`src/rtl/aud_pwm_mc_if.sv`:
```
// Sample stream into the multichannel audio PWM player.
// The master drives s_valid/s_data and the player answers with s_ready.
interface aud_pwm_mc_if #(
    parameter int DATA_WIDTH = 8,
    parameter int CHANNELS   = 2
);
    logic                           s_valid;
    logic [CHANNELS*DATA_WIDTH-1:0] s_data;
    logic                           s_ready;

    modport master (output s_valid, output s_data, input s_ready);
    modport slave  (input s_valid, input s_data, output s_ready);
endinterface

```
`src/rtl/aud_pwm_mc.sv`:
```
// Multichannel audio PWM player: a sample FIFO feeds one frame of 2^W cycles per
// sample word, with per-channel duty = sample >> vol_shift and midscale on underrun.
module aud_pwm_mc #(
    parameter int DATA_WIDTH = 8,
    parameter int CHANNELS   = 2,
    parameter int FIFO_DEPTH = 16
) (
    input  logic                          clkd,
    input  logic                          resetn,
    input  logic                          start,
    input  logic                          stop,
    input  logic [2:0]                    vol_shift,
    aud_pwm_mc_if.slave                   s_if,
    output logic [CHANNELS-1:0]           aud_pwm,
    output logic                          busy,
    output logic                          underrun,
    output logic [$clog2(FIFO_DEPTH):0]   fifo_level
);
    localparam int AW = $clog2(FIFO_DEPTH);
    localparam int SW = CHANNELS * DATA_WIDTH;
    localparam logic [DATA_WIDTH-1:0] CNT_MAX  = '1;
    localparam logic [DATA_WIDTH-1:0] MIDSCALE = {1'b1, {(DATA_WIDTH-1){1'b0}}};
    localparam logic [AW:0]           DEPTH_L  = (AW+1)'(FIFO_DEPTH);

    typedef enum logic {IDLE, PLAY} stateT;

    stateT                 state_q, state_d;
    logic [DATA_WIDTH-1:0] count_q, count_d;
    logic [DATA_WIDTH-1:0] duty_q [CHANNELS];
    logic [DATA_WIDTH-1:0] duty_d [CHANNELS];
    logic                  stopPending_q, stopPending_d;

    logic [SW-1:0]         mem_q [FIFO_DEPTH];
    logic [AW-1:0]         wrPtr_q, rdPtr_q;
    logic [AW:0]           level_q;
    logic [SW-1:0]         rdWord;
    logic                  push, pop, empty, frameLoad;

    assign empty      = (level_q == '0);
    assign s_if.s_ready = (level_q != DEPTH_L);
    assign push       = s_if.s_valid && s_if.s_ready;
    assign pop        = frameLoad && !empty;
    assign rdWord     = mem_q[rdPtr_q];
    assign fifo_level = level_q;
    assign busy       = (state_q == PLAY);
    // Gated by resetn so a held start cannot flag an underrun while in reset.
    assign underrun   = frameLoad && empty && resetn;

    always_comb begin
        state_d       = state_q;
        count_d       = count_q;
        stopPending_d = stopPending_q;
        duty_d        = duty_q;
        frameLoad     = 1'b0;
        unique case (state_q)
            IDLE: begin
                if (start) begin
                    state_d       = PLAY;
                    count_d       = '0;
                    stopPending_d = stop;
                    frameLoad     = 1'b1;
                end
            end
            PLAY: begin
                count_d       = count_q + 1'b1;
                stopPending_d = stopPending_q | stop;
                if (count_q == CNT_MAX) begin
                    if (stopPending_q || stop) begin
                        state_d       = IDLE;
                        stopPending_d = 1'b0;
                    end else begin
                        frameLoad = 1'b1;
                    end
                end
            end
            default: state_d = IDLE;
        endcase
        if (frameLoad) begin
            for (int k = 0; k < CHANNELS; k++) begin
                duty_d[k] = empty ? MIDSCALE : (rdWord[k*DATA_WIDTH +: DATA_WIDTH] >> vol_shift);
            end
        end
    end

    always_comb begin
        aud_pwm = '0;
        for (int k = 0; k < CHANNELS; k++) begin
            aud_pwm[k] = busy && (count_q < duty_q[k]);
        end
    end

    always_ff @(posedge clkd or negedge resetn) begin
        if (!resetn) begin
            state_q       <= IDLE;
            count_q       <= '0;
            stopPending_q <= 1'b0;
            for (int k = 0; k < CHANNELS; k++) duty_q[k] <= '0;
            wrPtr_q       <= '0;
            rdPtr_q       <= '0;
            level_q       <= '0;
        end else begin
            state_q       <= state_d;
            count_q       <= count_d;
            stopPending_q <= stopPending_d;
            duty_q        <= duty_d;
            if (push) wrPtr_q <= wrPtr_q + 1'b1;
            if (pop)  rdPtr_q <= rdPtr_q + 1'b1;
            case ({push, pop})
                2'b10:   level_q <= level_q + 1'b1;
                2'b01:   level_q <= level_q - 1'b1;
                default: level_q <= level_q;
            endcase
        end
    end

    // Storage needs no reset: occupancy alone decides what is valid.
    always_ff @(posedge clkd) begin
        if (push) mem_q[wrPtr_q] <= s_if.s_data;
    end
endmodule

```
`src/flat_wrapper.sv`:
```
// flat-port wrapper written by rule: the top's interface ports become plain ports
module aud_pwm_mc_flat 
#(
    parameter int DATA_WIDTH = 8,
    parameter int CHANNELS   = 2,
    parameter int FIFO_DEPTH = 16
)
  (clkd, resetn, start, stop, vol_shift, aud_pwm, busy, underrun, fifo_level, s_if_s_valid, s_if_s_data, s_if_s_ready);
  aud_pwm_mc_if #(.DATA_WIDTH(DATA_WIDTH), .CHANNELS(CHANNELS)) s_if_i ();
  input  logic clkd;
  input  logic resetn;
  input  logic start;
  input  logic stop;
  input  logic [2:0] vol_shift;
  output logic [CHANNELS-1:0] aud_pwm;
  output logic busy;
  output logic underrun;
  output logic [$clog2(FIFO_DEPTH):0] fifo_level;
  input wire logic [$bits(s_if_i.s_valid)-1:0] s_if_s_valid;
  input wire logic [$bits(s_if_i.s_data)-1:0] s_if_s_data;
  output wire logic [$bits(s_if_i.s_ready)-1:0] s_if_s_ready;
  assign s_if_i.s_valid = s_if_s_valid;
  assign s_if_i.s_data = s_if_s_data;
  assign s_if_s_ready = s_if_i.s_ready;
  aud_pwm_mc #(.DATA_WIDTH(DATA_WIDTH), .CHANNELS(CHANNELS), .FIFO_DEPTH(FIFO_DEPTH)) u_core (.clkd(clkd), .resetn(resetn), .start(start), .stop(stop), .vol_shift(vol_shift), .s_if(s_if_i), .aud_pwm(aud_pwm), .busy(busy), .underrun(underrun), .fifo_level(fifo_level));
endmodule
```
`config.mk`:
```
export PLATFORM = sky130hd
export DESIGN_NAME = aud_pwm_mc_flat
export DESIGN_NICKNAME = d
export VERILOG_FILES = /design/src/rtl/aud_pwm_mc_if.sv /design/src/rtl/aud_pwm_mc.sv /design/src/flat_wrapper.sv
export SDC_FILE = /design/constraint.sdc
export NUM_CORES = 1
export LEC_CHECK = 0
export ABC_CLOCK_PERIOD_IN_PS = 5600
export CAP_MARGIN = 15
export CORE_AREA = 2 2 162 164
export DETAILED_ROUTE_END_ITERATION = 7
export DIE_AREA = 0 0 164 166
export PLACE_DENSITY = 0.66
export SLEW_MARGIN = 0
export SYNTH_ARGS = -nofsm -noshare
export SYNTH_HDL_FRONTEND = slang
export SYNTH_SLANG_ARGS = --single-unit
```
`constraint.sdc`:
```
create_clock -name clkd -period 5.6 [get_ports clkd]
set_clock_uncertainty 0.05 [all_clocks]
set_input_delay 1.12 -clock clkd [delete_from_list [all_inputs] [get_ports clkd]]
set_output_delay 1.12 -clock clkd [all_outputs]
set_load 0.01 [all_outputs]
```
== Word-level counts from Yosys, hierarchy flattened ==
Memories as Yosys holds them, arrays and structs flattened.
Cells that the tools add are included.
Widths: inputs -> output; s select.

* Bitwise gates (word level): 2
* Magnitude comparators: 2
* Add/subtract/negate cells: 5
* Divide/modulo/power cells: 0
* Reductions and logical operators: 10
* Multiply operators: 0
* Equal/unequal tests: 5
* Multiplexer cells: 17
* Shift-type cells: 2

{| class="wikitable"
|+ Operators with widths
! operator !! number
|-
| $mux 8 || 3
|-
| $lt 8x8->1 || 2
|-
| $pmux 8 s2 || 1
|-
| $shr 8x3->8 || 2
|-
| $pmux 5 s2 || 1
|-
| $mux 1 || 9
|-
| $add 4x1->4 const B || 2
|-
| $add 8x1->8 const B || 1
|-
| $eq 8x8->1 const B || 1
|-
| $logic_and 1x1->1 || 6
|-
| $pmux 1 s2 || 3
|-
| $add 5x1->5 const B || 1
|-
| $logic_not 5->1 || 1
|-
| $ne 5x5->1 const B || 1
|-
| $sub 5x1->5 const B || 1
|-
| $eq 2x1->1 const B || 1
|-
| $eq 2x2->1 const B || 1
|-
| $ne 2x2->1 const B || 1
|-
| $reduce_bool 2->1 || 1
|-
| $logic_not 1->1 || 1
|-
| $logic_or 1x1->1 || 1
|-
| $not 1->1 || 1
|-
| $or 1x1->1 || 1
|}

* Bits in registers: 39
* RAM bits: 256
* Input bits: 24
* Memories kept: 1
* Bits in read-only memories: 0
* Word-level logic and storage cells: 52
* Latch bits: 0

{| class="wikitable"
|+ Memories
! memory !! words !! bits a word !! read ports !! clocked after memory_dff !! wr ports !! RTL line !! text
|-
| u_core.mem_q || 16 || 16 || 1 || 0 || 1 || aud_pwm_mc.sv:33 || <nowiki>logic [SW-1:0] mem_q [FIFO_DEPTH];</nowiki>
|}

== Longest topological paths before layout ==
Gate-level depths: netlist of run 1.

* Word-level depth: 7
* Depth in mapped cells: 15
* Mapped depth without buffers: 13

== Worst setup path before layout of run 1 ==
No wires, ideal clock.

* Kind: input -> register
* Start: in stop
* End: reg u_core.level_q[4], in the netlist u_core.fifo_level[4]
* Stages: 13
* Data required time: 5.422 ns
* Arrival: 3.633 ns
* Setup slack: 1.790 ns
* Setup time: 0.128 ns
* Path through: or2_2 > o31a_1 > nor2_1 > ha_1 > clkbuf_1 > xor2_1 > ha_1 > o21ai_0 > a21oi_1 > a21oi_1 > xor2_1 > nor2_1 > xor2_1

* Cells in the longest elaborated chain, start to end: 7

{| class="wikitable"
|+ Ends and longest elaborated chain
! item !! RTL line !! text
|-
| from (decl) || flat_wrapper.sv:13 || <nowiki>input logic stop;</nowiki>
|-
| $logic_or 1x1->1 (*) || aud_pwm_mc.sv:68 || <nowiki>if (stopPending_q || stop) begin</nowiki>
|-
| $mux 1 (*) || aud_pwm_mc.sv:68 ||
|-
| $mux 1 (*) || aud_pwm_mc.sv:67 || <nowiki>if (count_q == CNT_MAX) begin</nowiki>
|-
| $pmux 1 s2 (*) || aud_pwm_mc.sv:55 || <nowiki>unique case (state_q)</nowiki>
|-
| $logic_and 1x1->1 (*) || aud_pwm_mc.sv:42 || <nowiki>assign pop = frameLoad && !empty;</nowiki>
|-
| net u_core.pop || aud_pwm_mc.sv:37 || <nowiki>logic push, pop, empty, frameLoad;</nowiki>
|-
| $eq 2x1->1 or $eq 2x2->1 (tied branches) || aud_pwm_mc.sv:108 || <nowiki>case ({push, pop})</nowiki>
|-
| $pmux 5 s2 or $reduce_bool 2->1 (tied branches) || -- ||
|-
| to (signal assigned) || aud_pwm_mc.sv:109 || <nowiki>2'b10: level_q <= level_q + 1'b1;</nowiki>
|-
| to (signal assigned) || aud_pwm_mc.sv:110 || <nowiki>2'b01: level_q <= level_q - 1'b1;</nowiki>
|-
| to (signal assigned) || aud_pwm_mc.sv:111 || <nowiki>default: level_q <= level_q;</nowiki>
|-
| to (decl) || aud_pwm_mc.sv:35 || <nowiki>logic [AW:0] level_q;</nowiki>
|}

The timed path passes the listed nets; every way through them passes the cells marked *.
A chain may end at the register's enable or synchronous reset.

== Final worst setup path of run 1 ==
* Start: in stop
* End: out underrun

* Cells in the longest elaborated chain, start to end: 6

{| class="wikitable"
|+ Ends and longest elaborated chain
! item !! RTL line !! text
|-
| $logic_or 1x1->1 || aud_pwm_mc.sv:68 ||
|-
| $mux 1 || aud_pwm_mc.sv:68 ||
|-
| $mux 1 || aud_pwm_mc.sv:67 ||
|-
| $pmux 1 s2 || aud_pwm_mc.sv:55 ||
|-
| $logic_and 1x1->1 (2 in series) || aud_pwm_mc.sv:47 || <nowiki>assign underrun = frameLoad && empty && resetn;</nowiki>
|-
| to (decl) || flat_wrapper.sv:17 || <nowiki>output logic underrun;</nowiki>
|}

Every way passes these cells.

==> results.rst, run 1 <==
.. list-table::
   :header-rows: 1

   * - Metric
     - Value
   * - Final cycle utilization of the critical path
     - 0.7752
   * - Required @ worst endpoint
     - 4.43 ns
   * - Mean instance size in the synthesized netlist
     - 17.21 sq um
   * - Number of standard-cell rows in the floorplan
     - 59
   * - Fmax achieved
     - 230.4 MHz
   * - Gate count after technology mapping
     - 726
   * - Total routing resource utilization after global routing
     - 0.1995
   * - Worst VDD drop
     - 244.8 uV
   * - Via count of the first global-routing pass
     - 6779
   * - Run status
     - finished clean
   * - Max_slew headroom
     - 0.2508
   * - Overall die area
     - 27220 sq um
   * - Area of the core
     - 25620 sq um
   * - Cts hold-fix bufs
     - 0
   * - Total I/O pin count
     - 34
   * - CP Max Fanout
     - 22
   * - Highest cell delay on the worst timing path
     - 0.57 ns
   * - Flop and latch count out of synthesis
     - 295
   * - Most used standard cells in the synthesized netlist
     - edfxtp_1, mux4_2, nand2_1
   * - Post-synth EDFFs
     - 256
   * - Master cell of the clock root buffer
     - clkbuf_16
   * - Library cell with the highest instance count after synthesis
     - edfxtp_1
   * - Area grow syn2layout
     - 14.16%
   * - Flop2flop setup slack
     - 2.07 ns
   * - Wire length reported by the detailed router
     - 26.78 mm
   * - Number of H-tree levels
     - 1
   * - Maximum buffer depth of the clock tree
     - 3
   * - Hold path start
     - u_core.duty_q[7]
   * - Most common flop cell mapped by yosys
     - edfxtp_1
   * - Shortest clock period the worst path allows after layout
     - 4.341 ns
   * - Power Dens Cells
     - 449.5 nW/um^2
   * - Largest cells by area after synthesis
     - edfxtp_1, mux4_2, dfrtp_1
   * - Total overflow reported by the global router
     - 0
   * - Total clock buffers created by CTS
     - 29
   * - Post-detailed-placement half-perimeter wirelength
     - 16.39 mm
   * - Starting density of the core
     - 0.4879
   * - Via density per instance
     - 5.941
   * - M1 WL
     - 11.35 mm
   * - Overall die height
     - 166 um
   * - Total Nets Final
     - 833
   * - Metal3 WL
     - 1.614 mm
   * - CTS clk-pin slew, worst paths
     - 0.06 ns
   * - Routed wire length on met2
     - 13.06 mm
   * - Detailed Route Iter0 Violations
     - 652
   * - Critical Path Source
     - stop
   * - Detail Route Antenna Nets
     - 0
   * - Buffers & Inverters on Critical Path
     - 2
   * - Number of antenna repair diodes
     - 0
   * - Worst setup EP type
     - primary output
   * - Critical Path Slowest Stage Cell
     - o31a_1
   * - Number of vias in the routed layout
     - 6790
   * - Worst setup path class
     - in -> out
   * - Number of sinks driven by the clock tree
     - 295
   * - Final Hold Vio Count
     - 0
   * - Wire length of the first global-routing pass
     - 40.62 mm
   * - Finish-stage setup viols
     - 0
   * - Total DRC errors in the routed layout
     - 0
   * - Asr flop ratio synth
     - 0.1322
   * - Syn nets
     - 774
   * - First-pass DRT Iterations
     - 5
   * - Maximum number of pins on one net before global-route repair
     - 48
   * - Largest area contributor in the netlist
     - edfxtp_1
   * - Top cell by count, worst path
     - clkdlybuf4s50_1
   * - Post-Route Utilization
     - 0.5569
   * - Cts repair resizes
     - 0
   * - Number of pins with negative max-slew slack in the final report
     - 0
   * - Non-filler cells, final
     - 1143
   * - Kind of cell with the highest combined delay on the critical path
     - buffers and inverters
   * - Type of the worst min-delay path
     - reg -> reg
   * - Worst slew pin tran
     - 1.123 ns
   * - Total Negative Setup Slacks
     - 0 ns
   * - Die span in x
     - 164 um
   * - Arrival time of the worst setup path
     - 3.17 ns
   * - Share of Yosys cell area claimed by the top area cell type
     - 0.6151
   * - Share of post-route cells with drive strength above 1
     - 0.1943
   * - Warnings, synthesis
     - 0
   * - Post-CTS setup-driven buffer insertion count
     - 0
   * - Skew-Pair Late Insertion Delay
     - 0.56 ns
   * - Combined area of all synthesized cells
     - 12500 sq um
   * - Static leakage
     - 4.857 nW
   * - Final RePlAce weighted congestion
     - 0.8757
   * - Worst flop-to-flop path startpoint
     - u_core.busy
   * - Routed WL per cell
     - 23.43 um
   * - Placed Instances
     - 1089
   * - Seq/Total Area, Yosys
     - 0.6932
   * - Chain of cells forming the critical path
     - clkdlybuf4s50_1 > or2_2 > o31a_1 > nor2_1 > clkdlybuf4s50_1
   * - Unique masters post-synth
     - 57
   * - TritonCTS clock tree
     - yes
   * - Top routing layer in use
     - met4
   * - Setup repair after global routing missed its margin
     - no
   * - Number of buffers inserted by port buffering
     - 33
   * - Initial antenna violation count
     - 0
   * - Number of max-capacitance violations reported
     - 0
   * - Startpoint type of the worst setup path
     - input port
==> flip-flops by register name, summed over array words and instances, names as in the netlist <==
signal,cells
u_core.wrPtr_q,4
u_core.duty_q,16
u_core.busy,1
u_core.fifo_level,5
u_core.count_q,8
u_core.stopPending_q,1
u_core.mem_q,256
u_core.rdPtr_q,4
==> cell usage in the layout (no fill, tap or decap), types with 7 or more instances in the layout <==
master / synthesis / layout
clkinv_2: 0 / 10
buf_4: 2 / 28
a21oi_1: 19 / 19
clkdlybuf4s50_1: 0 / 32
nor3_1: 13 / 9
clkbuf_16: 0 / 29
nand2_1: 42 / 42
mux4_1: 16 / 16
ha_1: 24 / 24
a21o_1: 8 / 8
edfxtp_1: 256 / 256
inv_1: 24 / 24
xnor2_1: 7 / 7
xor2_1: 7 / 7
o21ai_0: 29 / 29
mux2i_1: 20 / 20
mux4_2: 44 / 44
a22oi_1: 8 / 8
mux2_2: 15 / 15
nor2_1: 32 / 20
dfrtp_1: 39 / 37
nor2_2: 0 / 12
nor4_1: 10 / 10
==> final timing paths <==
path | depth (start not counted) | to
max | 5 | underrun
min | 2 | u_core.duty_q[7]
max reg2reg | 13 | u_core.fifo_level[4]
min reg2reg | 2 | u_core.duty_q[7]
max in group asynchronous | 2 | u_core.rdPtr_q[0]
min in group asynchronous | 2 | u_core.fifo_level[4]
==> stage by stage <==
| step | hold WS [ns] | cell area (sq um) | power (W) | worst slack (ns) |
|---|---|---|---|---|
| 2_1_floorplan | 0.3998 | 12500 | 0.004018 | 1.790 |
| 3_3_place_gp | 0.4232 | 13310 | 0.004479 | 1.218 |
| 3_5_place_dp | 0.4311 | 13320 | 0.004551 | 1.140 |
| 4_1_cts | 0.4456 | 14270 | 0.006473 | 1.268 |
| 5_1_grt | 0.4681 | 14270 | 0.006709 | 1.153 |
| 6_report | 0.4412 | 14270 | 0.006413 | 1.259 |
==> cells by family after synthesis <==
kind of cell	after synthesis	synth area share
xor+xnor	14	0.009812
flops	295	0.6932
buf+inv	60	0.02373
fa+ha+maj	24	0.02403
simple gates	131	0.04906
mux	95	0.1425
compound gates	107	0.05767
==> layer usage <==
metal / vias up / GRT usage
met5: - / 0
met1: 3487 / 0.2829
li1: 3022 / -
met2: 233 / 0.3241
met3: 48 / 0.02997
met4: 0 / 0.05797
==> tightest hold or removal path: stages (launching register included) <==
cell and delay [ns]:
dfrtp_1 0.34, nand2_1 0.05, o21ai_0 0.06
==> layout make-up <==
cell class              count  area [sq um]
flip-flops and latches    295          8668
well taps                 335         419.2
clock inverters            21         202.7
fillers                  1958         11350
clock buffers              33         740.7
multi-input cells         371          3587
inverters                  26         97.59
repair buffers             62         550.5
==> where the power goes <==
part | internal (W) | leakage, nW | switching, W
Combinational | 0.000767 | 1.61 | 0.000762
Clock | 0.00110 | 0.463 | 0.000826
Sequential | 0.00267 | 2.79 | 0.000292
Total | 0.00453 | 4.86 | 0.00188
Power figures use the tool's default switching activity.
==> run 2, diff against run 1 <==
--- a/config.mk
+++ b/config.mk
@@ -5,12 +5,12 @@
 export SDC_FILE = /design/constraint.sdc
 export NUM_CORES = 1
 export LEC_CHECK = 0
-export ABC_CLOCK_PERIOD_IN_PS = 5600
+export ABC_CLOCK_PERIOD_IN_PS = 3510
 export CAP_MARGIN = 15
 export CORE_AREA = 2 2 162 164
 export DETAILED_ROUTE_END_ITERATION = 7
 export DIE_AREA = 0 0 164 166
-export PLACE_DENSITY = 0.66
+export PLACE_DENSITY = 0.68
 export SLEW_MARGIN = 0
 export SYNTH_ARGS = -nofsm -noshare
 export SYNTH_HDL_FRONTEND = slang
==> constraint.sdc (replaced) <==
create_clock -name clkd -period 3.51 [get_ports clkd]
set_clock_uncertainty 0.05 [all_clocks]
set_input_delay 0.702 -clock clkd [delete_from_list [all_inputs] [get_ports clkd]]
set_output_delay 0.702 -clock clkd [all_outputs]
set_load 0.01 [all_outputs]
==> run 2 against run 1 <==
Effect of this change:
- clock power is 66% higher
- combinational power is 71% higher
- clock-buffer cell count stayed put
- sequential power is 56% higher
- die area stayed put
- setup slack worse by 1.0 ns
- critical endpoint is now aud_pwm[1]
- largest cell class unchanged
==> results.rst, run 2 (synthesis results as in run 1) <==
.. list-table::
   :header-rows: 1

   * - Metric
     - Value
   * - Run status
     - finished clean
   * - Initial antenna violation count
     - 1
   * - Worst setup EP type
     - primary output
   * - Total overflow reported by the global router
     - 0
   * - Overall die height
     - 166 um
   * - Most Crowded Layer GR
     - met2
   * - Area of the core
     - 25620 sq um
   * - Number of max-capacitance violations reported
     - 0
   * - Post-detailed-placement half-perimeter wirelength
     - 16.20 mm
   * - Required @ worst endpoint
     - 2.76 ns
   * - Maximum buffer depth of the clock tree
     - 3
   * - Setup repair after global routing missed its margin
     - no
   * - Maximum number of pins on one net before global-route repair
     - 40
   * - Die span in x
     - 164 um
   * - Total Nets Final
     - 840
   * - TritonCTS clock tree
     - yes
   * - Registers with the most flip-flops
     - u_core.mem_q: 256 flops, u_core.duty_q: 16 flops, u_core.count_q: 8 flops
   * - Detail Route Antenna Nets
     - 0
   * - Number of vias in the routed layout
     - 6837
   * - Final Hold Vio Count
     - 0
   * - Area grow syn2layout
     - 15.50%
   * - Detailed Route Iter0 Violations
     - 771
   * - Number of H-tree levels
     - 1
   * - Final RePlAce weighted congestion
     - 0.8332
   * - Fmax achieved
     - 305.2 MHz
   * - Final cycle utilization of the critical path
     - 0.9334
   * - Overall die area
     - 27220 sq um
   * - CP Max Fanout
     - 5
   * - Master cell of the clock root buffer
     - clkbuf_16
   * - Total DRC errors in the routed layout
     - 0
   * - Number of pins with negative max-slew slack in the final report
     - 0
   * - CTS clk-pin slew, worst paths
     - 0.06 ns
   * - Shortest clock period the worst path allows after layout
     - 3.276 ns
   * - Total routing resource utilization after global routing
     - 0.1994
   * - First-pass DRT Iterations
     - 8
   * - Summed area of non-filler cells in the final layout
     - 14430 sq um
   * - Met2 capacity usage during global routing
     - 0.3254
   * - Type of the worst min-delay path
     - in -> async
   * - Total I/O pin count
     - 34
   * - Worst slew pin tran
     - 0.7518 ns
   * - Arrival time of the worst setup path
     - 2.52 ns
   * - Static leakage
     - 4.934 nW
   * - Placed cell areas
     - 13420 sq um
   * - Wire length of the first global-routing pass
     - 40.53 mm
   * - Commonest non-fill, non-tap cell in the layout
     - edfxtp_1
   * - Worst VDD drop
     - 484.3 uV
   * - Number of antenna repair diodes
     - 0
   * - Met3 global-route usage
     - 0.03646
   * - Fillcell total
     - 1908
   * - Number of buffers inserted by port buffering
     - 33
   * - Skew-Pair Late Insertion Delay
     - 0.57 ns
   * - Met1 Use GR
     - 0.2765
   * - Via count of the first global-routing pass
     - 6806
   * - Worst setup path class
     - reg -> out
   * - Finish-stage setup viols
     - 0
   * - Max_slew headroom
     - 0.4858
   * - Routed WL per cell
     - 23.24 um
   * - Total Negative Setup Slacks
     - 0 ns
   * - Via density per instance
     - 5.940
   * - Post-CTS setup-driven buffer insertion count
     - 0
   * - Number of sinks driven by the clock tree
     - 295
   * - Wire length reported by the detailed router
     - 26.75 mm
   * - Power Dens Cells
     - 722.1 nW/um^2
   * - Number of standard-cell rows in the floorplan
     - 59
   * - Register with the highest flop count
     - u_core.mem_q
   * - Share of post-route cells with drive strength above 1
     - 0.2022
   * - Total clock buffers created by CTS
     - 30
   * - Starting density of the core
     - 0.4879
   * - Most used cells in the layout excluding fill and tap cells
     - edfxtp_1, mux4_2, nand2_1, dfrtp_1
   * - Flip-flop count of the largest register after layout
     - 256
   * - Startpoint type of the worst setup path
     - register
==> run 2: changes by cell type in the layout (fill, tap and decap cells not counted), sizes merged <==
cell           change
dlygate4sd2        +2
clkdlybuf4s50      -2
clkinv             +1
buf                +6
bufinv             +1
==> run 2: area by class of cell <==
| type | count | area (sq um) | share of cell area |
|---|---|---|---|
| Tap cell | 335 | 419.2 | 0.02904 |
| Timing Repair Buffer | 68 | 648.1 | 0.04490 |
| Inverter | 26 | 97.59 | 0.006761 |
| Sequential cell | 295 | 8668 | 0.6006 |
| Clock inverter | 23 | 251.5 | 0.01742 |
| Clock buffer | 33 | 762.0 | 0.05279 |
| Multi-Input combinational cell | 371 | 3587 | 0.2485 |
==> run 2: timing repair <==
action,4_1_cts,5_1_grt
endpoints found under the setup margin,2,0
resized for setup,2,0
hold buffers,0,0
==> run 2: where the power goes <==
group	total (W)	leakage, nW	internal [W]	switching (W)
logic	0.00261	1.66	0.00127	0.00134
registers	0.00463	2.79	0.00426	0.000367
clock network	0.00319	0.492	0.00187	0.00131
total	0.0104	4.93	0.00740	0.00302
==> run 2: layer usage <==
layer  routed length (um)  vias to the layer above
li1                     -                     3037
met1                11320                     3492
met2                13000                      245
met3                 1621                       61
met4                  802                        2
met5                   11                        -
==> run 2: per-stage QoR <==
step | total power [W] | utilization | instances | hold WS [ns] | setup WS, ns
detailed placement | 0.007340 | 0.5240 | 1095 | 0.4241 | 0.09566
global placement | 0.007220 | 0.5240 | 1095 | 0.4252 | 0.1633
CTS | 0.01051 | 0.5635 | 1151 | 0.1894 | 0.1956
floorplan | 0.006411 | - | 726 | 0.3564 | 0.1178
global route | 0.01092 | 0.5635 | 1151 | 0.2210 | 0.05898
finish | 0.01042 | 0.5635 | 1151 | 0.1837 | 0.2336
==> run 2: worst paths after layout <==
kind / from / endpoint / slack (ns) / cells after the start
setup / recovery: u_core.count_q[1] / aud_pwm[1] / 0.23 / 8
min in group clkd: u_core.duty_q[7] / u_core.duty_q[7] / 0.44 / 2
max in group asynchronous: resetn / u_core.rdPtr_q[0] / 2.83 / 2
hold / removal: resetn / u_core.fifo_level[4] / 0.18 / 2
hold reg to reg: u_core.duty_q[7] / u_core.duty_q[7] / 0.44 / 2
setup reg to reg: u_core.rdPtr_q[0] / u_core.duty_q[0] / 0.52 / 6
==> run 2: worst max-delay path: stages (launching register included) <==
cell	delay (ns)
dfrtp_1	0.44
ha_1	0.30
a21o_1	0.17
a21o_1	0.18
a21o_1	0.17
a21oi_1	0.18
o21ai_0	0.10
o311ai_0	0.13
dlygate4sd2_1	0.32
==> run 3, diff against run 2 <==
--- a/config.mk
+++ b/config.mk
@@ -7,10 +7,11 @@
 export LEC_CHECK = 0
 export ABC_CLOCK_PERIOD_IN_PS = 3510
 export CAP_MARGIN = 15
-export CORE_AREA = 2 2 162 164
+export CORE_AREA = 2 2 154 156
 export DETAILED_ROUTE_END_ITERATION = 7
-export DIE_AREA = 0 0 164 166
-export PLACE_DENSITY = 0.68
+export DIE_AREA = 0 0 156 158
+export PLACE_DENSITY = 0.74
+export SETUP_SLACK_MARGIN = 0.5
 export SLEW_MARGIN = 0
 export SYNTH_ARGS = -nofsm -noshare
 export SYNTH_HDL_FRONTEND = slang
==> run 3 against run 2 <==
Effect of this change:
- largest power group unchanged
- non-clock buffer count grew 5
- sequential share of layout area is 0.33 points higher
- sequential cell count unchanged
- register-to-register slack improved by 0.04 ns
- critical path depth is 1 higher
- first-iteration DRC count fell by 15%
==> results.rst, run 3 (synthesis results as in run 1) <==
.. list-table::
   :header-rows: 1

   * - Metric
     - Value
   * - Run status
     - finished clean
   * - Overall die height
     - 158 um
   * - Flop2flop setup slack
     - 0.56 ns
   * - Chain of cells forming the critical path
     - inv_1 > ha_1 > a21o_1 > a21o_1 > a21o_1 > a21oi_2 > o21ai_1 > o311ai_1 > buf_2
   * - Flip-flop count of the largest register after layout
     - 256
   * - Initial antenna violation count
     - 0
   * - Critical Path Slowest Stage Cell
     - dfrtp_1
   * - Total Nets Final
     - 845
   * - Reg-to-reg critical path endpoint
     - u_core.duty_q[9]
   * - Dpl ws
     - 0.07519 ns
   * - Number of sinks driven by the clock tree
     - 295
   * - Finish-stage setup viols
     - 0
   * - Fmax achieved
     - 335.3 MHz
   * - Starting density of the core
     - 0.5421
   * - Number of buffers inserted by port buffering
     - 33
   * - Final Hold Vio Count
     - 0
   * - Detail Route Antenna Nets
     - 0
   * - Detailed Route Iter0 Violations
     - 657
   * - Commonest non-fill, non-tap cell in the layout
     - edfxtp_1
   * - Cell count of the worst reg-to-reg path
     - 6
   * - Max_slew headroom
     - 0.4059
   * - Die span in x
     - 156 um
   * - Shortest clock period the worst path allows after layout
     - 2.982 ns
   * - Number of antenna repair diodes
     - 0
   * - Setup repair after global routing missed its margin
     - yes
   * - Master cell of the clock root buffer
     - clkbuf_16
   * - Most used cells in the layout excluding fill and tap cells
     - edfxtp_1, mux4_2, nand2_1, buf_4, dfrtp_1
   * - Routed WL per cell
     - 24.84 um
   * - Worst slew pin tran
     - 0.8686 ns
   * - Overall die area
     - 24650 sq um
   * - Via density per instance
     - 6.308
   * - Number of standard-cell rows in the floorplan
     - 56
   * - Worst flop-to-flop path startpoint
     - u_core.rdPtr_q[0]
   * - TritonCTS clock tree
     - yes
   * - Area grow syn2layout
     - 14.86%
   * - Number of H-tree levels
     - 1
   * - Post-detailed-placement half-perimeter wirelength
     - 16.12 mm
   * - Worst VDD drop
     - 569.2 uV
   * - Maximum buffer depth of the clock tree
     - 3
   * - Number of max-capacitance violations reported
     - 0
   * - Worst path setup slack after routing
     - 0.5276 ns
   * - Total I/O pin count
     - 34
   * - Final RePlAce weighted congestion
     - 0.8544
   * - Maximum number of pins on one net before global-route repair
     - 41
   * - Wire length of the first global-routing pass
     - 42.35 mm
   * - Highest cell delay on the worst timing path
     - 0.37 ns
   * - Registers with the most flip-flops
     - u_core.mem_q: 256 flops, u_core.duty_q: 16 flops, u_core.count_q: 8 flops
   * - Cts hold-fix bufs
     - 0
   * - Worst setup EP type
     - primary output
   * - Top cell by count, worst path
     - a21o_1
   * - Register with the highest flop count
     - u_core.mem_q
   * - Placed Instances
     - 1050
   * - CTS clk-pin slew, worst paths
     - 0.06 ns
   * - Power Dens Cells
     - 722.3 nW/um^2
   * - Startpoint type of the worst setup path
     - register
   * - Worst setup path class
     - reg -> out
   * - Total overflow reported by the global router
     - 0
   * - CP Max Fanout
     - 2
   * - Type of the worst min-delay path
     - in -> async
   * - Number of vias in the routed layout
     - 7008
   * - Area of the core
     - 23050 sq um
   * - Skew-Pair Late Insertion Delay
     - 0.55 ns
   * - Via count of the first global-routing pass
     - 7089
   * - Share of post-route cells with drive strength above 1
     - 0.2107
   * - Required @ worst endpoint
     - 2.76 ns
   * - Arrival time of the worst setup path
     - 2.23 ns
   * - Total routing resource utilization after global routing
     - 0.2326
   * - Number of pins with negative max-slew slack in the final report
     - 0
   * - Non-filler cells, final
     - 1111
   * - Wire length reported by the detailed router
     - 27.60 mm
   * - Static leakage
     - 4.918 nW
   * - First-pass DRT Iterations
     - 5
   * - Total clock buffers created by CTS
     - 30
   * - Final cycle utilization of the critical path
     - 0.8497
   * - Total Negative Setup Slacks
     - 0 ns
   * - Total DRC errors in the routed layout
     - 0
-- run 3: changes by cell type in the layout (fill, tap and decap cells not counted), moves of 3 or more --
cell      delta
buf_12       -3
a21oi_1      -3
a21oi_2      +3
clkinv_2     -3
buf_4        +7
ha_1         -3
clkinv_1     +7
-- run 3: final cells by class --
class / instances / area [sq um]
fillers: 1619 / 8698
flip-flops and latches: 295 / 8668
multi-input cells: 371 / 3632
clock buffers: 34 / 787.0
repair buffers: 73 / 646.9
well taps: 290 / 362.8
clock inverters: 22 / 158.9
inverters: 26 / 97.59
-- run 3: routing by layer --
metal | track usage | routed length [um] | part of all wire
met1 | 0.3319 | 11700 | 0.42
met2 | 0.3805 | 13370 | 0.48
met3 | 0.03121 | 1807 | 0.065
met4 | 0.07121 | 724 | 0.026
met5 | 0 | 0 | 0
-- run 3: how the worst max path moves through the flow --
stage	slack, ns	depth (start not counted)	to	from
after floorplan	0.50	13	u_core.fifo_level[4]	stop
after global placement	0.23	13	u_core.fifo_level[4]	stop
after detailed placement	0.08	13	u_core.fifo_level[4]	stop
after CTS	0.41	9	aud_pwm[0]	u_core.duty_q[9]
after global routing	0.40	15	u_core.fifo_level[4]	u_core.count_q[1]
final	0.53	9	aud_pwm[0]	u_core.duty_q[9]
-- run 3: worst max-delay path, delay by kind of cell (launching register included) --
family          cells  cell delay (ns)
compound gates      6             0.80
flops               1             0.37
fa+ha+maj           1             0.29
buf+inv             2             0.23
-- run 3: repair_timing --
action / 4_1_cts / 5_1_grt
pin swaps: 2 / 10
endpoints found under the setup margin: 5 / 3
gates resized for setup: 14 / 10
buffers inserted: 4 / 1
gates cloned: 0 / 0
-- run 3: through the flow --
step / util / hold WS [ns] / power, W / cell area, sq um
final: 0.6227 / 0.1800 / 0.01037 / 14350
after global routing: 0.6227 / 0.2194 / 0.01082 / 14350
after CTS: 0.6209 / 0.1811 / 0.01038 / 14310
after detailed placement: 0.5785 / 0.4246 / 0.007324 / 13340
after global placement: 0.5785 / 0.4241 / 0.007194 / 13340
after floorplan: - / 0.3564 / 0.006413 / 12510
-- run 3: power breakdown --
group          total [W]  switching, W  leakage [nW]  internal [W]
sequential       0.00462      0.000352          2.79       0.00426
clock            0.00303       0.00128         0.459       0.00175
combinational    0.00272       0.00143          1.67       0.00129
